### config.mk
export PLATFORM = sky130hd
export DESIGN_NAME = axi4_lite_regfile
export DESIGN_NICKNAME = d
export VERILOG_FILES = /design/src/rtl/axi4_lite_pkg.sv /design/src/rtl/axi4_lite_regfile_wr_ctrl.sv /design/src/rtl/axi4_lite_regfile.sv
export SDC_FILE = /design/constraint.sdc
export NUM_CORES = 1
export LEC_CHECK = 0
export CAP_MARGIN = 20
export CORE_ASPECT_RATIO = 0.9
export CORE_UTILIZATION = 45
export CTS_CLUSTER_DIAMETER = 80
export DETAILED_ROUTE_END_ITERATION = 16
export GPL_TIMING_DRIVEN = 0
export PLACE_DENSITY = 0.73
export RECOVER_POWER = 50
export SLEW_MARGIN = 20
export SYNTH_ARGS = -nofsm -noshare
export SYNTH_HDL_FRONTEND = slang
export SYNTH_SLANG_ARGS = --single-unit
### constraint.sdc
create_clock -name aclk -period 5.05 [get_ports aclk]
set_input_delay 1.01 -clock aclk [delete_from_list [all_inputs] [get_ports aclk]]
set_output_delay 1.01 -clock aclk [all_outputs]
set_load 0.02 [all_outputs]
### src/rtl/axi4_lite_pkg.sv
// Shared AXI4-Lite response encoding and address-decode helper for the
// register file and its write controller.
package axi4_lite_pkg;

  typedef enum logic [1:0] {
    OKAY   = 2'b00,
    EXOKAY = 2'b01,
    SLVERR = 2'b10,
    DECERR = 2'b11
  } resp_t;

  // Number of byte-offset address bits below the register index.
  function automatic int addr_lsb(input int data_size);
    return $clog2(data_size / 8);
  endfunction

endpackage

### src/rtl/axi4_lite_regfile_wr_ctrl.sv
// AXI4-Lite write path: independent AW/W holding buffers, commit when both
// are full, and the B response held until the master accepts it.
module axi4_lite_regfile_wr_ctrl
  import axi4_lite_pkg::*;
#(
  parameter int ADDRESS_SIZE = 32,
  parameter int DATA_SIZE    = 32,
  parameter int NUM_REGS     = 8,
  parameter int IDX_W        = 3
) (
  input  logic                    aclk,
  input  logic                    aresetn,
  input  logic [ADDRESS_SIZE-1:0] s_axi_awaddr,
  input  logic                    s_axi_awvalid,
  output logic                    s_axi_awready,
  input  logic [DATA_SIZE-1:0]    s_axi_wdata,
  input  logic [DATA_SIZE/8-1:0]  s_axi_wstrb,
  input  logic                    s_axi_wvalid,
  output logic                    s_axi_wready,
  output logic [1:0]              s_axi_bresp,
  output logic                    s_axi_bvalid,
  input  logic                    s_axi_bready,
  output logic                    commit_o,
  output logic [IDX_W-1:0]        index_o,
  output logic [DATA_SIZE-1:0]    data_o,
  output logic [DATA_SIZE/8-1:0]  strb_o,
  output logic                    err_o
);

  localparam int ADDR_LSB = addr_lsb(DATA_SIZE);

  logic                    aw_full_q, aw_full_d;
  logic [ADDRESS_SIZE-1:0] aw_addr_q, aw_addr_d;
  logic                    w_full_q, w_full_d;
  logic [DATA_SIZE-1:0]    w_data_q, w_data_d;
  logic [DATA_SIZE/8-1:0]  w_strb_q, w_strb_d;
  logic                    bvalid_q, bvalid_d;
  resp_t                   bresp_q, bresp_d;
  logic                    awready_q, awready_d;
  logic                    wready_q, wready_d;

  logic                    aw_hs_s, w_hs_s, commit_s, err_s;
  logic [ADDRESS_SIZE-1:0] word_addr_s;

  assign aw_hs_s     = s_axi_awvalid & awready_q;
  assign w_hs_s      = s_axi_wvalid & wready_q;
  assign commit_s    = aw_full_q & w_full_q;
  assign word_addr_s = aw_addr_q >> ADDR_LSB;
  assign err_s       = (word_addr_s >= ADDRESS_SIZE'(NUM_REGS));

  // Next-state for buffers, B response and the registered ready flags.
  always_comb begin
    aw_full_d = aw_full_q | aw_hs_s;
    aw_addr_d = aw_hs_s ? s_axi_awaddr : aw_addr_q;
    w_full_d  = w_full_q | w_hs_s;
    w_data_d  = w_hs_s ? s_axi_wdata : w_data_q;
    w_strb_d  = w_hs_s ? s_axi_wstrb : w_strb_q;
    bvalid_d  = bvalid_q;
    bresp_d   = bresp_q;
    if (!aresetn) begin
      aw_full_d = 1'b0;
      aw_addr_d = '0;
      w_full_d  = 1'b0;
      w_data_d  = '0;
      w_strb_d  = '0;
      bvalid_d  = 1'b0;
      bresp_d   = OKAY;
    end else if (commit_s) begin
      aw_full_d = 1'b0;
      w_full_d  = 1'b0;
      bvalid_d  = 1'b1;
      bresp_d   = err_s ? SLVERR : OKAY;
    end else if (bvalid_q && s_axi_bready) begin
      bvalid_d  = 1'b0;
    end else begin
      bvalid_d  = bvalid_q;
    end
    // Readies are registered from next state so they are low throughout reset.
    awready_d = aresetn & ~aw_full_d & ~bvalid_d;
    wready_d  = aresetn & ~w_full_d & ~bvalid_d;
  end

  // Write-path state register.
  always_ff @(posedge aclk) begin
    aw_full_q <= aw_full_d;
    aw_addr_q <= aw_addr_d;
    w_full_q  <= w_full_d;
    w_data_q  <= w_data_d;
    w_strb_q  <= w_strb_d;
    bvalid_q  <= bvalid_d;
    bresp_q   <= bresp_d;
    awready_q <= awready_d;
    wready_q  <= wready_d;
  end

  assign s_axi_awready = awready_q;
  assign s_axi_wready  = wready_q;
  assign s_axi_bvalid  = bvalid_q;
  assign s_axi_bresp   = bresp_q;
  assign commit_o      = commit_s;
  assign index_o       = word_addr_s[IDX_W-1:0];
  assign data_o        = w_data_q;
  assign strb_o        = w_strb_q;
  assign err_o         = err_s;

endmodule

### src/rtl/axi4_lite_regfile.sv
// AXI4-Lite slave exposing NUM_REGS byte-writable registers, with a
// one-cycle-latency read path and a per-register write strobe.
module axi4_lite_regfile
  import axi4_lite_pkg::*;
#(
  parameter int                   ADDRESS_SIZE = 32,
  parameter int                   DATA_SIZE    = 32,
  parameter int                   NUM_REGS     = 8,
  parameter logic [DATA_SIZE-1:0] RESET_VALUE  = '0
) (
  input  logic                          aclk,
  input  logic                          aresetn,
  input  logic [ADDRESS_SIZE-1:0]       s_axi_araddr,
  input  logic                          s_axi_arvalid,
  output logic                          s_axi_arready,
  output logic [DATA_SIZE-1:0]          s_axi_rdata,
  output logic [1:0]                    s_axi_rresp,
  output logic                          s_axi_rvalid,
  input  logic                          s_axi_rready,
  input  logic [ADDRESS_SIZE-1:0]       s_axi_awaddr,
  input  logic                          s_axi_awvalid,
  output logic                          s_axi_awready,
  input  logic [DATA_SIZE-1:0]          s_axi_wdata,
  input  logic [DATA_SIZE/8-1:0]        s_axi_wstrb,
  input  logic                          s_axi_wvalid,
  output logic                          s_axi_wready,
  output logic [1:0]                    s_axi_bresp,
  output logic                          s_axi_bvalid,
  input  logic                          s_axi_bready,
  output logic [NUM_REGS*DATA_SIZE-1:0] regs_o,
  output logic [NUM_REGS-1:0]           reg_wr_pulse_o
);

  localparam int ADDR_LSB = addr_lsb(DATA_SIZE);
  localparam int IDX_W    = (NUM_REGS > 1) ? $clog2(NUM_REGS) : 1;
  localparam int NBYTES   = DATA_SIZE / 8;

  logic                 wr_commit_s, wr_err_s;
  logic [IDX_W-1:0]     wr_idx_s;
  logic [DATA_SIZE-1:0] wr_data_s;
  logic [NBYTES-1:0]    wr_strb_s;

  axi4_lite_regfile_wr_ctrl #(
    .ADDRESS_SIZE(ADDRESS_SIZE),
    .DATA_SIZE   (DATA_SIZE),
    .NUM_REGS    (NUM_REGS),
    .IDX_W       (IDX_W)
  ) u_wr_ctrl (
    .aclk         (aclk),
    .aresetn      (aresetn),
    .s_axi_awaddr (s_axi_awaddr),
    .s_axi_awvalid(s_axi_awvalid),
    .s_axi_awready(s_axi_awready),
    .s_axi_wdata  (s_axi_wdata),
    .s_axi_wstrb  (s_axi_wstrb),
    .s_axi_wvalid (s_axi_wvalid),
    .s_axi_wready (s_axi_wready),
    .s_axi_bresp  (s_axi_bresp),
    .s_axi_bvalid (s_axi_bvalid),
    .s_axi_bready (s_axi_bready),
    .commit_o     (wr_commit_s),
    .index_o      (wr_idx_s),
    .data_o       (wr_data_s),
    .strb_o       (wr_strb_s),
    .err_o        (wr_err_s)
  );

  // Packed so that register i lands at bits [i*DATA_SIZE +: DATA_SIZE].
  logic [NUM_REGS-1:0][DATA_SIZE-1:0] regs_q, regs_d;
  logic [NUM_REGS-1:0]                pulse_q, pulse_d;

  // Register array update with byte enables, plus the commit strobe.
  always_comb begin
    regs_d  = regs_q;
    pulse_d = '0;
    if (!aresetn) begin
      for (int i = 0; i < NUM_REGS; i++) begin
        regs_d[i] = RESET_VALUE;
      end
    end else if (wr_commit_s && !wr_err_s) begin
      for (int k = 0; k < NBYTES; k++) begin
        if (wr_strb_s[k]) begin
          regs_d[wr_idx_s][8*k +: 8] = wr_data_s[8*k +: 8];
        end else begin
          regs_d[wr_idx_s][8*k +: 8] = regs_q[wr_idx_s][8*k +: 8];
        end
      end
      pulse_d[wr_idx_s] = 1'b1;
    end else begin
      pulse_d = '0;
    end
  end

  // Register array and strobe state.
  always_ff @(posedge aclk) begin
    regs_q  <= regs_d;
    pulse_q <= pulse_d;
  end

  logic                    rvalid_q, rvalid_d;
  logic [DATA_SIZE-1:0]    rdata_q, rdata_d;
  resp_t                   rresp_q, rresp_d;
  logic                    arready_q, arready_d;
  logic                    ar_hs_s, rd_err_s;
  logic [ADDRESS_SIZE-1:0] rd_word_s;
  logic [IDX_W-1:0]        rd_idx_s;

  assign ar_hs_s   = s_axi_arvalid & arready_q;
  assign rd_word_s = s_axi_araddr >> ADDR_LSB;
  assign rd_err_s  = (rd_word_s >= ADDRESS_SIZE'(NUM_REGS));
  assign rd_idx_s  = rd_word_s[IDX_W-1:0];

  // Read channel: samples regs_q, so a write committing on the same edge is not seen.
  always_comb begin
    rvalid_d = rvalid_q;
    rdata_d  = rdata_q;
    rresp_d  = rresp_q;
    if (!aresetn) begin
      rvalid_d = 1'b0;
      rdata_d  = '0;
      rresp_d  = OKAY;
    end else if (ar_hs_s) begin
      rvalid_d = 1'b1;
      rdata_d  = rd_err_s ? '0 : regs_q[rd_idx_s];
      rresp_d  = rd_err_s ? SLVERR : OKAY;
    end else if (rvalid_q && s_axi_rready) begin
      rvalid_d = 1'b0;
    end else begin
      rvalid_d = rvalid_q;
    end
    arready_d = aresetn & ~rvalid_d;
  end

  // Read-channel state register.
  always_ff @(posedge aclk) begin
    rvalid_q  <= rvalid_d;
    rdata_q   <= rdata_d;
    rresp_q   <= rresp_d;
    arready_q <= arready_d;
  end

  assign s_axi_arready  = arready_q;
  assign s_axi_rvalid   = rvalid_q;
  assign s_axi_rdata    = rdata_q;
  assign s_axi_rresp    = rresp_q;
  assign regs_o         = regs_q;
  assign reg_wr_pulse_o = pulse_q;

endmodule

# [Word level (Yosys, flattened, before mapping)]
# Cells that the tools add are included.
[totals] register_bits=375 input_bits=107 out_inout_bits=305 word_cells=93
[op_classes] order_cmp=5 n_mux=45 n_bitwise=15 n_reduce_logical=6
[op_table] operator="256-bit two-way mux" count=10
[op_table] operator="256-bit bitwise mux" count=8
[op_table] operator="32-bit demux with 3-bit select" count=4
[op_table] operator="32-bit binary-select mux with 3-bit select" count=2
[op_table] operator="32-bit two-way mux" count=4
[op_table] operator="30-bit by 4-bit >= comparator with 1-bit output (second input constant)" count=2
[op_table] operator="24-bit two-way mux" count=1
[op_table] operator="16-bit two-way mux" count=1
[op_table] operator="1-bit two-way mux" count=11
[op_table] operator="1-bit bitwise AND" count=9
[op_table] operator="3-bit by 4-bit < comparator with 1-bit output (second input constant)" count=2
[op_table] operator="8-bit two-way mux" count=1
[op_table] operator="1-bit logical AND" count=4
[op_table] operator="2-bit two-way mux" count=2
[op_table] operator="1-bit NOT" count=4
[op_table] operator="1-bit demux with 3-bit select" count=1
[op_table] operator="3-bit by 1-bit >= comparator with 1-bit output (second input constant)" count=1
[op_table] operator="1-bit bitwise OR" count=2
[op_table] operator="2-bit AND reduction" count=1
[op_table] operator="1-bit logical NOT" count=1

# [Depth between registers and ports, before layout]
[depth] depth_word=18 depth_mapped=9 ltp_nobuf=5

# [Modules after synthesis]
# Synthesis repeated with hierarchy kept, for this count alone.
[hier_totals] cells_unflattened=1840 hier_area_um2=18017.3
[by_module_without_submodules] mod="axi4_lite_regfile" instances=1 cells_per_inst=1515 area_each_um2=15280.9 seq_area_each_um2=5985.7
[by_module_without_submodules] mod="axi4_lite_regfile_wr_ctrl" instances=1 cells_per_inst=325 area_each_um2=2736.4 seq_area_each_um2=1441.4

# [Worst setup path before layout]
# OpenSTA, ideal clock, no wires.
[synth_path] kind="in2reg" start="in s_axi_araddr[8]" end="reg rdata_q[21] (netlist: s_axi_rdata[21])" setup_ns=0.074 arrival_ns=2.262 required_ns=4.976 slack_ns=2.714 cell_stages=5 n_path_buf=1 path_cell_list="or4_1 -> nor4_1 -> nand2_1 -> clkbuf_1 -> o21ai_0"
[synth_between] elab_chain_len=2
[synth_lines] element="from (decl)" line_no="axi4_lite_regfile.sv:13" source="input logic [ADDRESS_SIZE-1:0] s_axi_araddr,"
[synth_lines] element="30-bit by 4-bit >= comparator with 1-bit output" line_no="axi4_lite_regfile.sv:110" source="assign rd_err_s = (rd_word_s >= ADDRESS_SIZE'(NUM_REGS));"
[synth_lines] element="32-bit two-way mux" line_no="axi4_lite_regfile.sv:124" source="rdata_d = rd_err_s ? '0 : regs_q[rd_idx_s];"
[synth_lines] element="to (signal assigned)" line_no="axi4_lite_regfile.sv:137" source="rdata_q <= rdata_d;"
[synth_lines] element="to (decl)" line_no="axi4_lite_regfile.sv:101" source="logic [DATA_SIZE-1:0] rdata_q, rdata_d;"
# No other way between the ends.
# A chain may end at the register's enable or synchronous reset.

# [Worst setup path after layout]
[layout_path] start="reg u_wr_ctrl.aw_addr_q[4]" end="reg regs_q, in the netlist regs_o[201]"
[layout_between] elab_chain_len=15 elab_cells_between_ends=31 classes_between="order compare: 3; mux: 25; reduce/logical: 3"
[layout_lines] element="from (decl)" line_no="axi4_lite_regfile_wr_ctrl.sv:33" source="logic [ADDRESS_SIZE-1:0] aw_addr_q, aw_addr_d;"
[layout_lines] element="from (signal assigned)" line_no="axi4_lite_regfile_wr_ctrl.sv:86" source="aw_addr_q <= aw_addr_d;"
[layout_lines] element="parallel branches: the longest is 15 deep, another holds 3-bit by 4-bit < comparator with 1-bit output"
[layout_lines] element="to (signal assigned)" line_no="axi4_lite_regfile.sv:96" source="regs_q <= regs_d;"
[layout_lines] element="to (decl)" line_no="axi4_lite_regfile.sv:69" source="logic [NUM_REGS-1:0][DATA_SIZE-1:0] regs_q, regs_d;"
# Several ways; the timed one is not identified. The select of a mux whose other input is x is not followed.

==> flow_metrics.py <==
metrics = {
    "sta": {
        "rsz0062_at_grt": "no",
        "worst_slew_pin_slew_ps": 1213,
        "hold_viol_final": 0,
        "fin_crit_ps": 4364,
        "fmax_mhz": 229.1,
        "fin_crit_sh_pct": 86.42,
        "tns_ps": 0,
        "slew_headroom_pct": 18.54,
        "skew_ps": 23.56,
        "finalSetupViolations": 0,
        "slew_viol_final": 0,
    },
    "cts": {
        "tritoncts": "yes",
        "cts_root_buffer": "clkbuf_16",
        "cts_buffers": 41,
        "clkLatencyLatePin_ps": 560,
        "cts.sinks": 371,
        "cts_hold_buffers": 0,
        "post_cts.repair.setup_buffers": 0,
        "clk_pin_slew_ps": 70,
        "clockBufferDepth": 3,
        "cts.htree.levels": 2,
        "cts_resized": 0,
    },
    "detailed_routing": {
        "drc": 0,
        "firstDrtPassIters": 6,
        "drt_iter0_drc": 2651,
        "vias": 18890,
        "ant_nets": 0,
        "via_per_inst": 6.551,
        "routedWlPerCell_microns": 29.22,
        "drt_wl_total_microns": 84250,
    },
    "setup_path": {
        "reg2regPathDepth": 7,
        "cp_slowest_cell": "clkbuf_1",
        "crit_path_start_kind": "register",
        "worstPathMaxFanout": 10,
        "worstSetupPathType": "register to register",
        "crit_arrival_ps": 4760,
        "critPathMostFrequentCell": "clkbuf_1",
        "max_stage_delay_ps": 860,
        "required_ps": 5440,
        "cp_cell_sequence": "clkbuf_1 -> clkbuf_1 -> clkbuf_1 -> buf_6 -> o21ai_0 -> o221ai_1 -> o21ai_0",
        "cp-end-kind": "register",
    },
    "yosys": {
        "netlist_area_sq_um": 17390,
        "postSynthAreaPerCell_sq_um": 9.042,
        "yosysMostFrequentCell": "dfxtp_1",
        "async_flop_share_pct": 0,
        "synth.distinct_cells": 68,
        "synthFlopType": "dfxtp_1",
        "yosysTopAreaCell": "dfxtp_1",
        "synth_area_leaders": "dfxtp_1 43%, mux2_2 6.8%, nand3_1 6.7%",
        "ys_warn_count": 0,
        "synthTopCellsByCount": "371 x dfxtp_1, 233 x nand3_1, 198 x nand2_1, 166 x o21ai_0, 106 x mux2i_1",
        "synth_edf_count": 0,
        "syn_inst": 1923,
        "netlist.area_leader.share_pct": 42.71,
        "seq_area_frac_synth_pct": 42.71,
        "synth-seq-cells": 371,
    },
    "cells_and_area": {
        "drive_gt1_share_pct": 12.97,
        "n_fill_cell": 3225,
        "fin_nets": 2478,
        "post-route-util_pct": 61.74,
        "seq_area_sq_um": 7427,
        "multiInputGateArea_sq_um": 8838,
        "area_growth_pct": 33.64,
    },
    "grt": {
        "grt_max_degree": 15,
        "grt_pass1_wl_microns": 121000,
        "overflow": 0,
        "grt.total_usage_pct": 41.72,
        "antenna_found_initial": 3,
        "grt_pass1_vias": 18040,
    },
    "place": {
        "hpwl_microns": 59880,
        "port_buffers": 403,
        "place_congestion": 0.9787,
    },
    "status": {
        "status": "finished, final reports clean",
    },
    "worst_hold_path": {
        "hold_class": "register to register",
        "hold_depth": 2,
    },
    "power_and_ir_drop": {
        "power.density_nw_per_um2": 292.3,
        "ir_drop_mv": 0.1980,
        "p_leak_nw": 8.543,
    },
    "floorplan": {
        "io_pins": 412,
        "row_count": 67,
        "die_w_microns": 209.2,
        "placeableCoreArea_sq_um": 37640,
        "initial_core_util_pct": 46.20,
        "die_h_microns": 188.5,
        "die_area_sq_um": 39430,
    },
    "run": {
        "maxCapViolCount": 0,
    },
}
## worst paths after layout
kind | startpoint | end | slack (ps)
worst max-delay path | u_wr_ctrl.aw_addr_q[4]$_SDFFE_PN0P_ | regs_o[201]$_SDFFE_PN0P_ | 690
worst min-delay path | s_axi_rdata[15]$_SDFFE_PN0P_ | s_axi_rdata[15]$_SDFFE_PN0P_ | 450
worst max register to register | u_wr_ctrl.aw_addr_q[4]$_SDFFE_PN0P_ | regs_o[201]$_SDFFE_PN0P_ | 690
worst min register to register | s_axi_rdata[15]$_SDFFE_PN0P_ | s_axi_rdata[15]$_SDFFE_PN0P_ | 450
## final cells by class
type | count | area share, %
diodes | 2 | 0.02154
clock buffers | 53 | 4.868
well taps | 483 | 2.601
flip-flops and latches | 371 | 31.96
multi-input cells | 1360 | 38.04
repair buffers | 404 | 17.38
inverters | 7 | 0.1131
plain buffers | 186 | 3.990
clock inverters | 17 | 1.034
## state kept, by name, indices dropped and copies added, names as in the netlist
signal,count
s_axi_rresp,1
s_axi_rvalid,1
s_axi_arready,1
u_wr_ctrl.aw_addr_q,30
u_wr_ctrl.s_axi_wready,1
u_wr_ctrl.s_axi_bresp,1
u_wr_ctrl.aw_full_q,1
reg_wr_pulse_o,8
regs_o,256
u_wr_ctrl.strb_o,4
u_wr_ctrl.data_o,32
u_wr_ctrl.w_full_q,1
s_axi_rdata,32
u_wr_ctrl.s_axi_bvalid,1
u_wr_ctrl.s_axi_awready,1
## power by group
group / leakage [nW] / switching, mW / internal (mW)
Combinational: 4.87 / 0.432 / 0.228
Sequential: 2.99 / 0.0276 / 2.96
Clock: 0.676 / 1.27 / 1.88
## logic make-up after synthesis
group           after synthesis  synth area share (%)
flops                       371                 42.71
compound gates              574                 21.55
mux                         220                 13.90
buf+inv                     193                 5.836
simple gates                564                 15.98
other cells                   1               0.02157
## layer usage
metal,up-vias,global-route usage (%),part of all wire [%]
li1,7946,-,-
met1,9081,54.83,38
met2,1517,61.56,42
met3,338,11.15,13
met4,4,24.04,6.2
met5,-,0,0.064
## stage by stage
step | total power, mW | setup slack, ps | instance area, sq um | cells | hold WS, ps
2_1_floorplan | 3.396 | 2714 | 17390 | 1924 | 431.2
3_5_place_dp | 3.693 | 1268 | 22040 | 2811 | 442.2
4_1_cts | 6.757 | 1799 | 23420 | 2881 | 450.6
5_1_grt | 6.919 | 779.4 | 23230 | 2881 | 458.4
6_report | 6.793 | 686.0 | 23240 | 2883 | 445.4
3_3_place_gp | 3.683 | 1323 | 22030 | 2810 | 435.0
## cell usage in the layout (no fill, tap or decap), types with 10 or more instances in the layout
| cell | instances |
|---|---|
| nand2_1 | 198 |
| o21ai_0 | 193 |
| a21oi_1 | 93 |
| a31o_2 | 13 |
| a22oi_1 | 14 |
| a221o_1 | 36 |
| clkbuf_16 | 41 |
| nor2b_1 | 11 |
| a211oi_1 | 22 |
| buf_1 | 19 |
| o211ai_1 | 20 |
| o22ai_1 | 31 |
| mux2i_1 | 106 |
| nor2_1 | 47 |
| buf_6 | 17 |
| dfxtp_1 | 371 |
| a2bb2oi_1 | 14 |
| and3_1 | 10 |
| a221oi_1 | 11 |
| clkbuf_1 | 98 |
| clkdlybuf4s50_1 | 265 |
| nand3_1 | 234 |
| mux2_2 | 105 |
| o21ai_1 | 69 |
| buf_2 | 49 |
| dlygate4sd3_1 | 138 |
## worst max-delay path, delay by kind of cell (launching register included)
kind            cells  cell delay, ps
compound gates      3            1030
buf+inv             4            2670
flops               1             490
No activity file was read; power rests on OpenSTA's default activity.
